===== src/rtl/line_dispatcher_pkg.sv =====
// Shared types and constants for the line dispatcher slice.
// Contents: screen half-extents, line command payload, dispatcher state encoding,
// off-screen test and saturating counter helpers.
package line_dispatcher_pkg;

  localparam int unsigned COORD_W = 13;
  localparam int unsigned COLOR_W = 4;
  localparam int unsigned CNT_W   = 16;

  localparam int HALF_WIDTH  = 320;
  localparam int HALF_HEIGHT = 240;

  // Visible window in centre-origin coordinates: [-HALF, HALF)
  localparam logic signed [COORD_W-1:0] X_LO = COORD_W'(-HALF_WIDTH);
  localparam logic signed [COORD_W-1:0] X_HI = COORD_W'(HALF_WIDTH);
  localparam logic signed [COORD_W-1:0] Y_LO = COORD_W'(-HALF_HEIGHT);
  localparam logic signed [COORD_W-1:0] Y_HI = COORD_W'(HALF_HEIGHT);

  typedef struct packed {
    logic signed [COORD_W-1:0] startX;
    logic signed [COORD_W-1:0] endX;
    logic signed [COORD_W-1:0] startY;
    logic signed [COORD_W-1:0] endY;
    logic [COLOR_W-1:0]        color;
    logic                      eof;
  } line_cmd_t;

  typedef enum logic [1:0] {
    IDLE  = 2'd0,
    ISSUE = 2'd1,
    BUSY  = 2'd2,
    SWAP  = 2'd3
  } dispatch_state_t;

  // True when both endpoints lie beyond the same screen edge
  function automatic logic line_offscreen(line_cmd_t c);
    return ((c.startX <  X_LO) && (c.endX <  X_LO)) ||
           ((c.startX >= X_HI) && (c.endX >= X_HI)) ||
           ((c.startY <  Y_LO) && (c.endY <  Y_LO)) ||
           ((c.startY >= Y_HI) && (c.endY >= Y_HI));
  endfunction

  function automatic logic [CNT_W-1:0] sat_inc(logic [CNT_W-1:0] v);
    return (&v) ? v : v + CNT_W'(1);
  endfunction

endpackage


===== src/rtl/line_dispatcher_if.sv =====
// Command / rasterizer / framebuffer handshake bundle for line_dispatcher.
// master: vector-list walker + rasterizer + framebuffer side (drives commands,
//         rastReady/rastDone, swapAck). slave: the dispatcher.
interface line_dispatcher_if;
  import line_dispatcher_pkg::*;

  logic                      cmdValid;
  logic                      cmdReady;
  logic signed [COORD_W-1:0] cmdStartX;
  logic signed [COORD_W-1:0] cmdEndX;
  logic signed [COORD_W-1:0] cmdStartY;
  logic signed [COORD_W-1:0] cmdEndY;
  logic [COLOR_W-1:0]        cmdColor;
  logic                      cmdEof;

  logic                      rastReady;
  logic                      rastDone;
  logic                      readyIn;
  logic signed [COORD_W-1:0] startX;
  logic signed [COORD_W-1:0] endX;
  logic signed [COORD_W-1:0] startY;
  logic signed [COORD_W-1:0] endY;
  logic [COLOR_W-1:0]        lineColor;

  logic                      frameDone;
  logic                      swapAck;
  logic [CNT_W-1:0]          lineCount;
  logic [CNT_W-1:0]          cullCount;
  logic                      busy;

  modport master (
    output cmdValid, cmdStartX, cmdEndX, cmdStartY, cmdEndY, cmdColor, cmdEof,
    output rastReady, rastDone, swapAck,
    input  cmdReady, readyIn, startX, endX, startY, endY, lineColor,
    input  frameDone, lineCount, cullCount, busy
  );

  modport slave (
    input  cmdValid, cmdStartX, cmdEndX, cmdStartY, cmdEndY, cmdColor, cmdEof,
    input  rastReady, rastDone, swapAck,
    output cmdReady, readyIn, startX, endX, startY, endY, lineColor,
    output frameDone, lineCount, cullCount, busy
  );
endinterface


===== src/rtl/line_cmd_fifo.sv =====
// Show-ahead synchronous FIFO for line commands.
// Ports: clk, rst (sync, active-high), push/din write side, pop/head read side,
// full/empty status. Push ignored when full, pop ignored when empty.
module line_cmd_fifo #(
  parameter int unsigned DEPTH = 16,
  parameter int unsigned WIDTH = 8
) (
  input  logic             clk,
  input  logic             rst,
  input  logic             push,
  input  logic [WIDTH-1:0] din,
  input  logic             pop,
  output logic [WIDTH-1:0] head,
  output logic             full,
  output logic             empty
);
  localparam int unsigned AW = $clog2(DEPTH);

  logic [WIDTH-1:0] mem [DEPTH];
  logic [AW-1:0]    wr_ptr;
  logic [AW-1:0]    rd_ptr;
  logic [AW:0]      count;
  logic             push_ok;
  logic             pop_ok;

  assign push_ok = push && !full;
  assign pop_ok  = pop && !empty;
  assign full    = (count == (AW+1)'(DEPTH));
  assign empty   = (count == '0);
  assign head    = mem[rd_ptr];

  // Pointers wrap naturally since DEPTH is a power of two
  always_ff @(posedge clk) begin
    if (rst) begin
      wr_ptr <= '0;
      rd_ptr <= '0;
      count  <= '0;
    end else begin
      if (push_ok) wr_ptr <= wr_ptr + AW'(1);
      if (pop_ok)  rd_ptr <= rd_ptr + AW'(1);
      unique case ({push_ok, pop_ok})
        2'b10:   count <= count + (AW+1)'(1);
        2'b01:   count <= count - (AW+1)'(1);
        default: count <= count;
      endcase
    end
  end

  // Storage needs no reset; occupancy is tracked by count
  always_ff @(posedge clk) begin
    if (push_ok) mem[wr_ptr] <= din;
  end

endmodule


===== src/rtl/line_dispatcher.sv =====
// Line dispatcher: buffers vector-list commands and launches them into the
// rasterizer one line at a time, stalling on end-of-frame until swapAck.
// Ports: clk, rst (sync, active-high), bus (line_dispatcher_if.slave) carrying
// the command handshake, rasterizer launch/done, frame swap and counters.
// Optional feature: define LINE_CULL_EN to drop lines entirely off-screen.
module line_dispatcher
  import line_dispatcher_pkg::*;
#(
  parameter int unsigned DEPTH = 16
) (
  input  logic             clk,
  input  logic             rst,
  line_dispatcher_if.slave bus
);
  localparam int unsigned CMD_W = $bits(line_cmd_t);

  dispatch_state_t state_q, state_d;

  line_cmd_t  cmd_in;
  line_cmd_t  head;
  logic       fifo_full;
  logic       fifo_empty;
  logic       push;
  logic       pop;
  logic       load;
  logic       frame_done;
  logic       cull_hit;

  logic [CNT_W-1:0] line_cnt_q, line_cnt_d;
  logic [CNT_W-1:0] cull_cnt_q, cull_cnt_d;
  logic             ready_q;

  logic signed [COORD_W-1:0] sx_q, ex_q, sy_q, ey_q;
  logic [COLOR_W-1:0]        col_q;

  // Command capture into the FIFO
  always_comb begin
    cmd_in        = '0;
    cmd_in.startX = bus.cmdStartX;
    cmd_in.endX   = bus.cmdEndX;
    cmd_in.startY = bus.cmdStartY;
    cmd_in.endY   = bus.cmdEndY;
    cmd_in.color  = bus.cmdColor;
    cmd_in.eof    = bus.cmdEof;
  end

  assign push = bus.cmdValid && !fifo_full;

  line_cmd_fifo #(
    .DEPTH (DEPTH),
    .WIDTH (CMD_W)
  ) u_fifo (
    .clk   (clk),
    .rst   (rst),
    .push  (push),
    .din   (cmd_in),
    .pop   (pop),
    .head  (head),
    .full  (fifo_full),
    .empty (fifo_empty)
  );

`ifdef LINE_CULL_EN
  assign cull_hit = line_offscreen(head);
`else
  assign cull_hit = 1'b0;
`endif

  // State register and registered outputs
  always_ff @(posedge clk) begin
    if (rst) begin
      state_q    <= IDLE;
      line_cnt_q <= '0;
      cull_cnt_q <= '0;
      ready_q    <= 1'b0;
      sx_q       <= '0;
      ex_q       <= '0;
      sy_q       <= '0;
      ey_q       <= '0;
      col_q      <= '0;
    end else begin
      state_q    <= state_d;
      line_cnt_q <= line_cnt_d;
      cull_cnt_q <= cull_cnt_d;
      // readyIn mirrors ISSUE without a decode cycle
      ready_q    <= (state_d == ISSUE);
      if (load) begin
        sx_q  <= head.startX;
        ex_q  <= head.endX;
        sy_q  <= head.startY;
        ey_q  <= head.endY;
        col_q <= head.color;
      end
    end
  end

  // Next-state, FIFO pop, output-register load and counter updates
  always_comb begin
    state_d    = state_q;
    pop        = 1'b0;
    load       = 1'b0;
    frame_done = 1'b0;
    line_cnt_d = line_cnt_q;
    cull_cnt_d = cull_cnt_q;
    unique case (state_q)
      IDLE: begin
        if (!fifo_empty) begin
          pop = 1'b1;
          if (head.eof) begin
            frame_done = 1'b1;
            state_d    = SWAP;
          end else if (cull_hit) begin
            cull_cnt_d = sat_inc(cull_cnt_q);
          end else begin
            load    = 1'b1;
            state_d = ISSUE;
          end
        end
      end
      ISSUE: begin
        if (bus.rastReady) state_d = BUSY;
      end
      BUSY: begin
        if (bus.rastDone) begin
          state_d    = IDLE;
          line_cnt_d = sat_inc(line_cnt_q);
        end
      end
      SWAP: begin
        if (bus.swapAck) begin
          state_d    = IDLE;
          line_cnt_d = '0;
          cull_cnt_d = '0;
        end
      end
      default: state_d = IDLE;
    endcase
  end

  assign bus.cmdReady  = !fifo_full;
  assign bus.readyIn   = ready_q;
  assign bus.startX    = sx_q;
  assign bus.endX      = ex_q;
  assign bus.startY    = sy_q;
  assign bus.endY      = ey_q;
  assign bus.lineColor = col_q;
  // Pulses in the same cycle the end-of-frame marker is popped
  assign bus.frameDone = frame_done;
  assign bus.lineCount = line_cnt_q;
  assign bus.cullCount = cull_cnt_q;
  assign bus.busy      = (state_q != IDLE) || !fifo_empty;

endmodule


===== src/flat_wrapper.sv =====
// flat-port wrapper written by rule: the top's interface ports become plain ports
module line_dispatcher_flat import line_dispatcher_pkg::*;
#(
  parameter int unsigned DEPTH = 16
)
  (clk, rst, bus_cmdValid, bus_cmdStartX, bus_cmdEndX, bus_cmdStartY, bus_cmdEndY, bus_cmdColor, bus_cmdEof, bus_rastReady, bus_rastDone, bus_swapAck, bus_cmdReady, bus_readyIn, bus_startX, bus_endX, bus_startY, bus_endY, bus_lineColor, bus_frameDone, bus_lineCount, bus_cullCount, bus_busy);
  line_dispatcher_if bus_i ();
  input  logic clk;
  input  logic rst;
  input wire logic [$bits(bus_i.cmdValid)-1:0] bus_cmdValid;
  input wire logic [$bits(bus_i.cmdStartX)-1:0] bus_cmdStartX;
  input wire logic [$bits(bus_i.cmdEndX)-1:0] bus_cmdEndX;
  input wire logic [$bits(bus_i.cmdStartY)-1:0] bus_cmdStartY;
  input wire logic [$bits(bus_i.cmdEndY)-1:0] bus_cmdEndY;
  input wire logic [$bits(bus_i.cmdColor)-1:0] bus_cmdColor;
  input wire logic [$bits(bus_i.cmdEof)-1:0] bus_cmdEof;
  input wire logic [$bits(bus_i.rastReady)-1:0] bus_rastReady;
  input wire logic [$bits(bus_i.rastDone)-1:0] bus_rastDone;
  input wire logic [$bits(bus_i.swapAck)-1:0] bus_swapAck;
  output wire logic [$bits(bus_i.cmdReady)-1:0] bus_cmdReady;
  output wire logic [$bits(bus_i.readyIn)-1:0] bus_readyIn;
  output wire logic [$bits(bus_i.startX)-1:0] bus_startX;
  output wire logic [$bits(bus_i.endX)-1:0] bus_endX;
  output wire logic [$bits(bus_i.startY)-1:0] bus_startY;
  output wire logic [$bits(bus_i.endY)-1:0] bus_endY;
  output wire logic [$bits(bus_i.lineColor)-1:0] bus_lineColor;
  output wire logic [$bits(bus_i.frameDone)-1:0] bus_frameDone;
  output wire logic [$bits(bus_i.lineCount)-1:0] bus_lineCount;
  output wire logic [$bits(bus_i.cullCount)-1:0] bus_cullCount;
  output wire logic [$bits(bus_i.busy)-1:0] bus_busy;
  assign bus_i.cmdValid = bus_cmdValid;
  assign bus_i.cmdStartX = bus_cmdStartX;
  assign bus_i.cmdEndX = bus_cmdEndX;
  assign bus_i.cmdStartY = bus_cmdStartY;
  assign bus_i.cmdEndY = bus_cmdEndY;
  assign bus_i.cmdColor = bus_cmdColor;
  assign bus_i.cmdEof = bus_cmdEof;
  assign bus_i.rastReady = bus_rastReady;
  assign bus_i.rastDone = bus_rastDone;
  assign bus_i.swapAck = bus_swapAck;
  assign bus_cmdReady = bus_i.cmdReady;
  assign bus_readyIn = bus_i.readyIn;
  assign bus_startX = bus_i.startX;
  assign bus_endX = bus_i.endX;
  assign bus_startY = bus_i.startY;
  assign bus_endY = bus_i.endY;
  assign bus_lineColor = bus_i.lineColor;
  assign bus_frameDone = bus_i.frameDone;
  assign bus_lineCount = bus_i.lineCount;
  assign bus_cullCount = bus_i.cullCount;
  assign bus_busy = bus_i.busy;
  line_dispatcher #(.DEPTH(DEPTH)) u_core (.clk(clk), .rst(rst), .bus(bus_i));
endmodule

===== config.mk =====
export PLATFORM = sky130hd
export DESIGN_NAME = line_dispatcher_flat
export DESIGN_NICKNAME = d
export VERILOG_FILES = /design/src/rtl/line_dispatcher_pkg.sv /design/src/rtl/line_dispatcher_if.sv /design/src/rtl/line_cmd_fifo.sv /design/src/rtl/line_dispatcher.sv /design/src/flat_wrapper.sv
export SDC_FILE = /design/constraint.sdc
export NUM_CORES = 1
export LEC_CHECK = 0
export BUFFER_PORTS_ARGS = -buffer_cell sky130_fd_sc_hd__buf_2
export CORE_MARGIN = 2
export CORE_UTILIZATION = 55
export DETAILED_ROUTE_END_ITERATION = 6
export PLACE_DENSITY_LB_ADDON = 0.05
export SYNTH_ARGS = -nofsm -noshare
export SYNTH_HDL_FRONTEND = slang
export SYNTH_HIERARCHICAL = 1
export SYNTH_SLANG_ARGS = --single-unit

===== constraint.sdc =====
create_clock -name clk -period 6.2 [get_ports clk]
set_input_delay 1.55 -clock clk [delete_from_list [all_inputs] [get_ports clk]]
set_output_delay 1.55 -clock clk [all_outputs]
set_load 0.005 [all_outputs]

==> results.yml, run 1 <==
clocking:
  root_buffer: "clkbuf_16"
  numCtsBuffers: 101
  cts_setup_buffers: 0
  cts_tree: "yes"
  post_cts_resized: 0
  cts_sinks: 1004
  cts_hold_buf: 0
  insertion_delay_ns: 0.65
  cts.clk_slew.worst_paths_ns: 0.06
  cts_htree_levels: 3
  clk_path_buf_depth: 3
detailed_routing:
  vias_per_cell: 6.086
  drc: 0
  drtIter0Drc: 1838
  drt_first_pass_iters: 5
  wl_per_cell_um: 26.68
  wirelength_um: 82810
  vias: 18890
  drtAntennaViolNets: 0
power_and_ir_drop:
  leakage_nw: 13.91
  p_int_w: 0.01301
  p_switching_w: 0.004305
  clkPwrFrac: 0.371
  p_sw_frac: 0.2487
  seqPwrFrac: 0.460
  power_frac_comb: 0.169
  irDropWorstVdd_v: 0.0004199
  power_density_nw_per_um2: 397.2
sta:
  hold_violations: 0
  finalCritPeriodShare: 0.7137
  maxSlewViolCount: 0
  worst-slew-pin-transition_ns: 1.241
  setup_tns_ns: 0
  rsz0062_at_grt: "no"
  period_needed_ns: 4.425
  max-slew-margin-rel: 0.1707
  fin_skew_ns: 0.02509
  setup_ws_ns: 1.775
  setup_viol: 0
  hold_ws_ns: 0.4497
  max_clock_freq_ghz: 0.2260
logic_synthesis:
  synth_common_cells: "edfxtp_1, mux4_2, nand2_1, a22oi_1, dfxtp_1"
  synthesis.area_um2: 38210
  yosys.area.top_type: "edfxtp_1"
  synth_ff_type: "edfxtp_1"
  synth_seq_cells: 1004
  synth-edff-count: 912
  yosysWarnings: 6
  synth_area_leaders: "edfxtp_1, mux4_2, dfxtp_1"
  synth_top_area_frac: 0.7168
  postSynthCellCount: 1916
  syn_avg_cell_area_um2: 19.94
  async_flop_share: 0
  synth.most_common_cell: "edfxtp_1"
  synth_cell_types: 62
  seq_area_frac_synth: 0.7650
die:
  core_area_um2: 68710
  boundaryPins: 155
  fp.dieH_um: 267.6
  num_rows: 96
  dieArea_um2: 71590
  fp.dieW_um: 267.6
  start_util: 0.5561
setup_path:
  setup.worst_path.end_class: "output pin"
  r2r_slack_ns: 2.68
  critPathArrivalTime_ns: 2.87
  cp_max_fo: 62
  critPathKind: "reg2out"
  worstPathRequired_ns: 4.65
  startpoint_type: "register"
global_routing:
  grt_pass1_wl_um: 124100
  grt_usage: 0.2373
  grt_max_degree: 168
  antenna_found_initial: 4
  gr-total-overflow: 0
  first_global_vias: 19620
cells_and_area:
  nets: 2156
  drive_above_1_share: 0.2799
  seq_area_um2: 29240
  multiInputGateArea_um2: 8472
  syn_to_final_growth_pct: 14.09
  fillers: 4775
  final_util: 0.6345
placement:
  pre_cts_ws_ns: 1.927
  portBuffers: 138
  dp_hpwl_um: 45320
  gp_congestion: 0.7958
min_path:
  hp-class: "reg2reg"
outcome:
  status: "finished clean"
job:
  maxCapViolCount: 0
-- cell families (layout without fill, tap and decap cells) --
logic type	after synthesis	after routing	synth area share
flip-flops	1004	1004	0.7650
AND/OR/NAND/NOR	305	305	0.03596
multiplexers	233	233	0.1357
AO/OA/AOI/OAI	222	222	0.03926
buffers and inverters	134	375	0.01916
adder cells (fa/ha/maj)	9	9	0.002947
XOR/XNOR	8	8	0.001834
other	1	17	0.00009815
-- critical path, cell delays in order, from the launching register on --
cell	delay [ns]
dfxtp_4	0.97
mux4_2	0.41
a22oi_1	0.22
nand2_1	0.22
and2_1	0.21
buf_2	0.12
-- state kept, by name (all words and copies together) (netlist names), named ones only --
signal	cells
u_core/bus.endY	13
u_core/bus.lineColor	4
u_core/bus.endX	13
u_core/bus.lineCount	16
u_core/u_fifo/wr_ptr	4
u_core/state_q	2
u_core/bus.startY	13
u_core/bus.readyIn	1
u_core/bus.startX	13
u_core/u_fifo/count	5
u_core/u_fifo/mem	912
u_core/u_fifo/rd_ptr	4
-- power groups by stage --
stage                     Sequential, W  Combinational, W  Clock (W)
final                           0.00797           0.00292    0.00643
after CTS                       0.00797           0.00300    0.00654
after global routing            0.00801           0.00321    0.00681
after floorplan                 0.00804           0.00224          0
after global placement          0.00809           0.00296          0
after detailed placement        0.00811           0.00299          0
-- worst paths after layout --
path	from	end	depth (start not counted)
min	u_core/bus.endY[0]	u_core/bus.endY[0]	2
min reg2reg	u_core/bus.endY[0]	u_core/bus.endY[0]	2
max reg2reg	u_core/u_fifo/count[1]	u_core/u_fifo/count[4]	13
max	register	bus_frameDone	5
-- metal layers --
layer | part of all wire | routed length [µm] | vias up | track usage
met1 | 0.43 | 35400 | 10060 | 0.3449
met2 | 0.49 | 40860 | 599 | 0.3848
li1 | - | - | 8118 | -
met4 | 0.018 | 1463 | 2 | 0.05300
met5 | 0.000097 | 8 | - | 0
met3 | 0.061 | 5083 | 117 | 0.03862
-- cell usage in the layout, fill, tap and decap left out, types with 3 or more instances in the layout --
cell type,n
and2_1,4
nand4_1,4
nor2_1,35
nor2_4,13
a21oi_1,71
clkinv_1,9
nor3_1,6
o21ai_1,3
ha_1,9
conb_1,16
buf_2,137
o21ai_0,11
nand2_1,186
nand4b_1,3
clkbuf_16,104
nand3b_1,3
edfxtp_1,912
nor3_4,4
dfxtp_1,90
buf_12,11
clkbuf_1,20
nor2b_1,4
a22oi_1,114
clkinvlp_4,4
bufinv_16,16
buf_4,26
mux4_2,228
clkinv_2,18
xor2_1,7
nand2b_1,4
nor2b_4,3
or3_1,5
nand3_1,8
o21a_1,3
a31oi_1,3
clkbuf_8,15
mux2i_1,4
inv_1,10
or4_1,5
-- through the flow --
stage          std cells  cell area (µm²)  total power (W)
6_report            3104            43590          0.01731
5_1_grt             3103            43590          0.01802
4_1_cts             3103            43590          0.01752
3_5_place_dp        2912            40010          0.01110
3_3_place_gp        2912            40010          0.01105
2_1_floorplan       1931            38280          0.01027
-- cell type report --
class,instances,area share
Timing Repair Buffer,174,0.02526
Multi-Input combinational cell,793,0.1944
Clock inverter,52,0.01590
Inverter,10,0.0008611
Clock buffer,139,0.06616
Sequential cell,1004,0.6707
Antenna cell,1,0.00005741
Tap cell,931,0.02672
Note: power is estimated with default switching activity, not from simulation.
==> run 2: changes to the inputs <==
==> constraint.sdc (replaced) <==
create_clock -name clk -period 4.05 [get_ports clk]
set_input_delay 1.0125 -clock clk [delete_from_list [all_inputs] [get_ports clk]]
set_output_delay 1.0125 -clock clk [all_outputs]
set_load 0.005 [all_outputs]
==> results.yml, run 2 (synthesis gave the netlist of run 1 again) <==
outcome:
  status: "finished clean"
clocking:
  cts_setup_buffers: 0
  clk_path_buf_depth: 3
  root_buffer: "clkbuf_16"
  cts_hold_buf: 0
  insertion_delay_ns: 0.65
  numCtsBuffers: 99
  cts_sinks: 1004
  cts.clk_slew.worst_paths_ns: 0.06
  cts_tree: "yes"
  cts_htree_levels: 3
  post_cts_resized: 0
setup_path:
  cp_slowest_cell: "nor3_1"
  cp_max_fo: 9
  crit_path_max_incr_delay_ns: 0.82
  cp_cell_sequence: "or4_4, nor2_1, nor3_1, o21ai_4, inv_1, ha_1, xor2_1, ha_1, inv_1, a21o_1, a221oi_1, mux2_2"
  worstPathRequired_ns: 4.57
  setup.worst_path.end_class: "register"
  critPathKind: "reg2reg"
  startpoint_type: "register"
  critPathArrivalTime_ns: 4.23
detailed_routing:
  drtIter0Drc: 1723
  drtAntennaViolNets: 0
  vias_per_cell: 6.152
  drt_first_pass_iters: 6
  wirelength_um: 85320
  wl_per_cell_um: 27.48
  vias: 19100
  drc: 0
sta:
  hold_violations: 0
  max-slew-margin-rel: 0.2927
  setup_ws_ns: 0.3321
  setup_viol: 0
  max_clock_freq_ghz: 0.2690
  worst-slew-pin-transition_ns: 1.061
  rsz0062_at_grt: "no"
  fin_skew_ns: 0.02550
  period_needed_ns: 3.718
  setup_tns_ns: 0
  maxSlewViolCount: 0
  finalCritPeriodShare: 0.9180
global_routing:
  gr-total-overflow: 0
  antenna_found_initial: 6
  grt_usage: 0.2442
  grt_max_degree: 138
  grt_pass1_wl_um: 126200
  first_global_vias: 19440
cells_and_area:
  final_common_cell: "edfxtp_1"
  stdcell_area_um2: 43340
  largest_reg_flops: 912
  layout_common_cells: "edfxtp_1, mux4_2, nand2_1"
  final_util: 0.6308
  nets: 2161
  largest-register: "u_core/u_fifo/mem"
  drive_above_1_share: 0.2744
  syn_to_final_growth_pct: 13.43
job:
  maxCapViolCount: 0
die:
  fp.dieH_um: 267.6
  num_rows: 96
  dieArea_um2: 71590
  core_area_um2: 68710
  fp.dieW_um: 267.6
  boundaryPins: 155
  start_util: 0.5561
power_and_ir_drop:
  irDropWorstVdd_v: 0.0004411
  leakage_nw: 13.78
  power_density_nw_per_um2: 595.6
  total_power_w: 0.02581
placement:
  gp_congestion: 0.7848
  portBuffers: 138
  dp_hpwl_um: 44560
  pre_cts_ws_ns: 0.4286
  placed_cell_area_um2: 40100
min_path:
  hp-class: "reg2reg"
[run 2: cell types whose count changed in the layout (fill, tap and decap cells not counted), sizes merged]
cell      delta
clkinv       +5
inv          +2
buf          +7
clkinvlp     +1
bufinv       -6
clkbuf       -9
diode        +1
[run 2: cell type report]
class                           count  area [µm²]
Sequential cell                  1004       29240
Fill cell                        4867       25370
Multi-Input combinational cell    793        8472
Clock buffer                      130        2678
Timing Repair Buffer              181        1191
Tap cell                          931        1165
Clock inverter                     54       554.3
Inverter                           10       37.54
Antenna cell                        2       5.005
[run 2: layer usage]
metal	global-route usage	part of all wire	wire, µm	vias to the layer above
met3	0.03880	0.063	5381	114
li1	-	-	-	8134
met4	0.06130	0.017	1451	8
met1	0.3563	0.43	36720	10200
met5	0	0.00060	51	-
met2	0.3917	0.49	41710	646
[run 2: final timing paths]
path | start | end | slack [ns] | depth (start not counted)
setup / recovery | u_core/u_fifo/count[2] | u_core/u_fifo/count[4] | 0.33 | 12
hold / removal | u_core/bus.endY[2] | u_core/bus.endY[2] | 0.45 | 2
setup reg to reg | u_core/u_fifo/count[2] | u_core/u_fifo/count[4] | 0.33 | 12
hold reg to reg | u_core/bus.endY[2] | u_core/bus.endY[2] | 0.45 | 2
[run 2: worst max-delay path, delay by kind of cell (launching register included)]
family | cells | cell delay (ns)
AND/OR/NAND/NOR | 3 | 1.20
AO/OA/AOI/OAI | 3 | 0.62
adder cells (fa/ha/maj) | 2 | 0.54
flip-flops | 1 | 0.47
multiplexers | 1 | 0.38
XOR/XNOR | 1 | 0.20
buffers and inverters | 2 | 0.17
[run 2: per-stage QoR]
step | hold WS [ns] | instances
floorplan | 0.4527 | 1931
global placement | 0.4391 | 2919
detailed placement | 0.4446 | 2919
CTS | 0.4530 | 3103
global route | 0.4676 | 3104
finish | 0.4509 | 3105
[run 2: report_power, final]
part,switching [W],internal [W]
registers,0.000310,0.0119
logic,0.00250,0.00204
clock network,0.00377,0.00530
total,0.00658,0.0192
==> run 3: changes to the inputs <==
--- a/config.mk
+++ b/config.mk
@@ -6,6 +6,7 @@
 export NUM_CORES = 1
 export LEC_CHECK = 0
 export BUFFER_PORTS_ARGS = -buffer_cell sky130_fd_sc_hd__buf_2
+export CORE_ASPECT_RATIO = 0.6
 export CORE_MARGIN = 2
 export CORE_UTILIZATION = 55
 export DETAILED_ROUTE_END_ITERATION = 6
==> results.yml, run 3 (synthesis gave the netlist of run 1 again) <==
min_path:
  hp-class: "reg2reg"
  holdPathEnd: "u_core/bus.startY[11]"
  holdCritStartpoint: "u_core/bus.startY[11]"
  holdPathStages: 2
detailed_routing:
  wl_per_cell_um: 27.92
  drt_first_pass_iters: 7
  vias_per_cell: 6.188
  drc: 0
  wirelength_um: 85600
  vias: 18970
  drtIter0Drc: 2121
  drtAntennaViolNets: 0
die:
  fp.dieW_um: 344.3
  core_area_um2: 68420
  fp.dieH_um: 208.2
  num_rows: 74
  boundaryPins: 155
  start_util: 0.5584
  dieArea_um2: 71660
sta:
  finalCritPeriodShare: 0.9143
  setup_tns_ns: 0
  rsz0062_at_grt: "no"
  period_needed_ns: 3.703
  max_clock_freq_ghz: 0.2700
  fin_skew_ns: 0.02062
  hold_violations: 0
  setup_viol: 0
  max-slew-margin-rel: 0.3077
  maxSlewViolCount: 0
  worst-slew-pin-transition_ns: 1.038
  hold_ws_ns: 0.4527
cells_and_area:
  multiInputGateArea_um2: 8472
  fillers: 4709
  final_util: 0.6292
  seq_area_um2: 29240
  syn_to_final_growth_pct: 12.67
  stdcell_count: 3066
  layout_common_cells: "edfxtp_1, mux4_2, nand2_1"
  final_common_cell: "edfxtp_1"
  largest_reg_flops: 912
  largest-register: "u_core/u_fifo/mem"
  drive_above_1_share: 0.2689
  nets: 2152
power_and_ir_drop:
  leakage_nw: 13.65
  total_power_w: 0.02532
  power_density_nw_per_um2: 588.3
  irDropWorstVdd_v: 0.0003548
clocking:
  cts.clk_slew.worst_paths_ns: 0.06
  root_buffer: "clkbuf_16"
  cts_sinks: 1004
  clk_path_buf_depth: 3
  cts_setup_buffers: 0
  cts_htree_levels: 3
  cts_tree: "yes"
  insertion_delay_ns: 0.65
  post_cts_resized: 0
  cts_hold_buf: 0
  numCtsBuffers: 89
setup_path:
  cp_num_buf_inv: 2
  cp_max_fo: 8
  r2r_slack_ns: 0.56
  critPathKind: "reg2out"
  worstPathRequired_ns: 3.04
  setup.worst_path.end_class: "output pin"
  reg2regPathDepth: 12
  cpLargestDelayFamily: "simple AND/OR/NAND/NOR gates"
  cp_slowest_cell: "or4_4"
  critPathArrivalTime_ns: 2.69
  r2r_end: "u_core/u_fifo/count[4]"
  cp_cell_sequence: "or4_4, nor2_1, nor3_1, buf_4, and2_1, buf_2"
  r2r_start: "u_core/u_fifo/count[1]"
  crit_path_max_incr_delay_ns: 0.65
  startpoint_type: "register"
placement:
  placedCellCount: 2901
  dp_hpwl_um: 41550
  portBuffers: 138
  gp_congestion: 0.8328
outcome:
  status: "finished clean"
global_routing:
  grt_max_degree: 137
  grt_pass1_wl_um: 126400
  gr-total-overflow: 0
  first_global_vias: 19200
  grt_usage: 0.2424
  antenna_found_initial: 5
job:
  maxCapViolCount: 0
## run 3: cell count changes in the layout (fill, tap and decap cells not counted), moves of 2 or more
cell / before / now
clkinv_1: 15 / 17
clkbuf_16: 102 / 89
clkinv_2: 19 / 9
inv_6: 2 / 5
buf_12: 14 / 16
clkbuf_1: 26 / 22
clkinvlp_4: 5 / 2
clkbuf_8: 2 / 7
## run 3: per-layer routing
metal,share of wire,track usage,up-vias
met3,0.064,0.04011,103
li1,-,-,8116
met4,0.016,0.04843,6
met5,0.00043,0,-
met1,0.45,0.3686,10120
met2,0.47,0.3774,631
## run 3: power by group
| part | internal (W) | switching (W) | total [W] |
|---|---|---|---|
| Clock | 0.00489 | 0.00363 | 0.00852 |
| Sequential | 0.0119 | 0.000296 | 0.0122 |
| Combinational | 0.00208 | 0.00254 | 0.00462 |
## run 3: how the worst max path moves through the flow
stage | depth (start not counted) | to | slack [ns] | startpoint
2_1_floorplan | 4 | u_core/u_fifo/mem[12][0] | -0.50 | bus_cmdValid
3_3_place_gp | 10 | u_core/u_fifo/count[4] | 0.58 | bus_cmdValid
3_5_place_dp | 11 | u_core/u_fifo/count[4] | 0.51 | bus_cmdValid
4_1_cts | 6 | bus_frameDone | 0.33 | u_core/u_fifo/count[1]
5_1_grt | 6 | bus_frameDone | 0.20 | u_core/u_fifo/count[1]
6_report | 6 | bus_frameDone | 0.35 | u_core/u_fifo/count[1]
## run 3: worst reg2reg max path: stages (launching register included)
cell,delay [ns]
dfxtp_1,0.39
or4_4,0.65
nor2_1,0.35
nor3_1,0.17
o21ai_4,0.11
inv_1,0.07
ha_1,0.30
xor2_1,0.19
ha_1,0.22
inv_1,0.08
a21o_1,0.15
a221oi_1,0.34
mux2_2,0.37
## run 3: cell type report
class,count,share of cell area
sequential,1004,0.6791
tap,912,0.02651
antenna,1,0.00005813
timing repair buffer,182,0.02843
clock inverter,46,0.01232
multi-input combinational,793,0.1968
inverter,10,0.0008719
clock buffer,118,0.05589
## run 3: per-stage QoR
| stage | instance area [µm²] | setup slack [ns] |
|---|---|---|
| final | 43050 | 0.3470 |
| after global routing | 43050 | 0.2016 |
| after CTS | 43050 | 0.3267 |
| after detailed placement | 40110 | 0.5057 |
| after global placement | 40110 | 0.5832 |
| after floorplan | 38290 | -0.5000 |
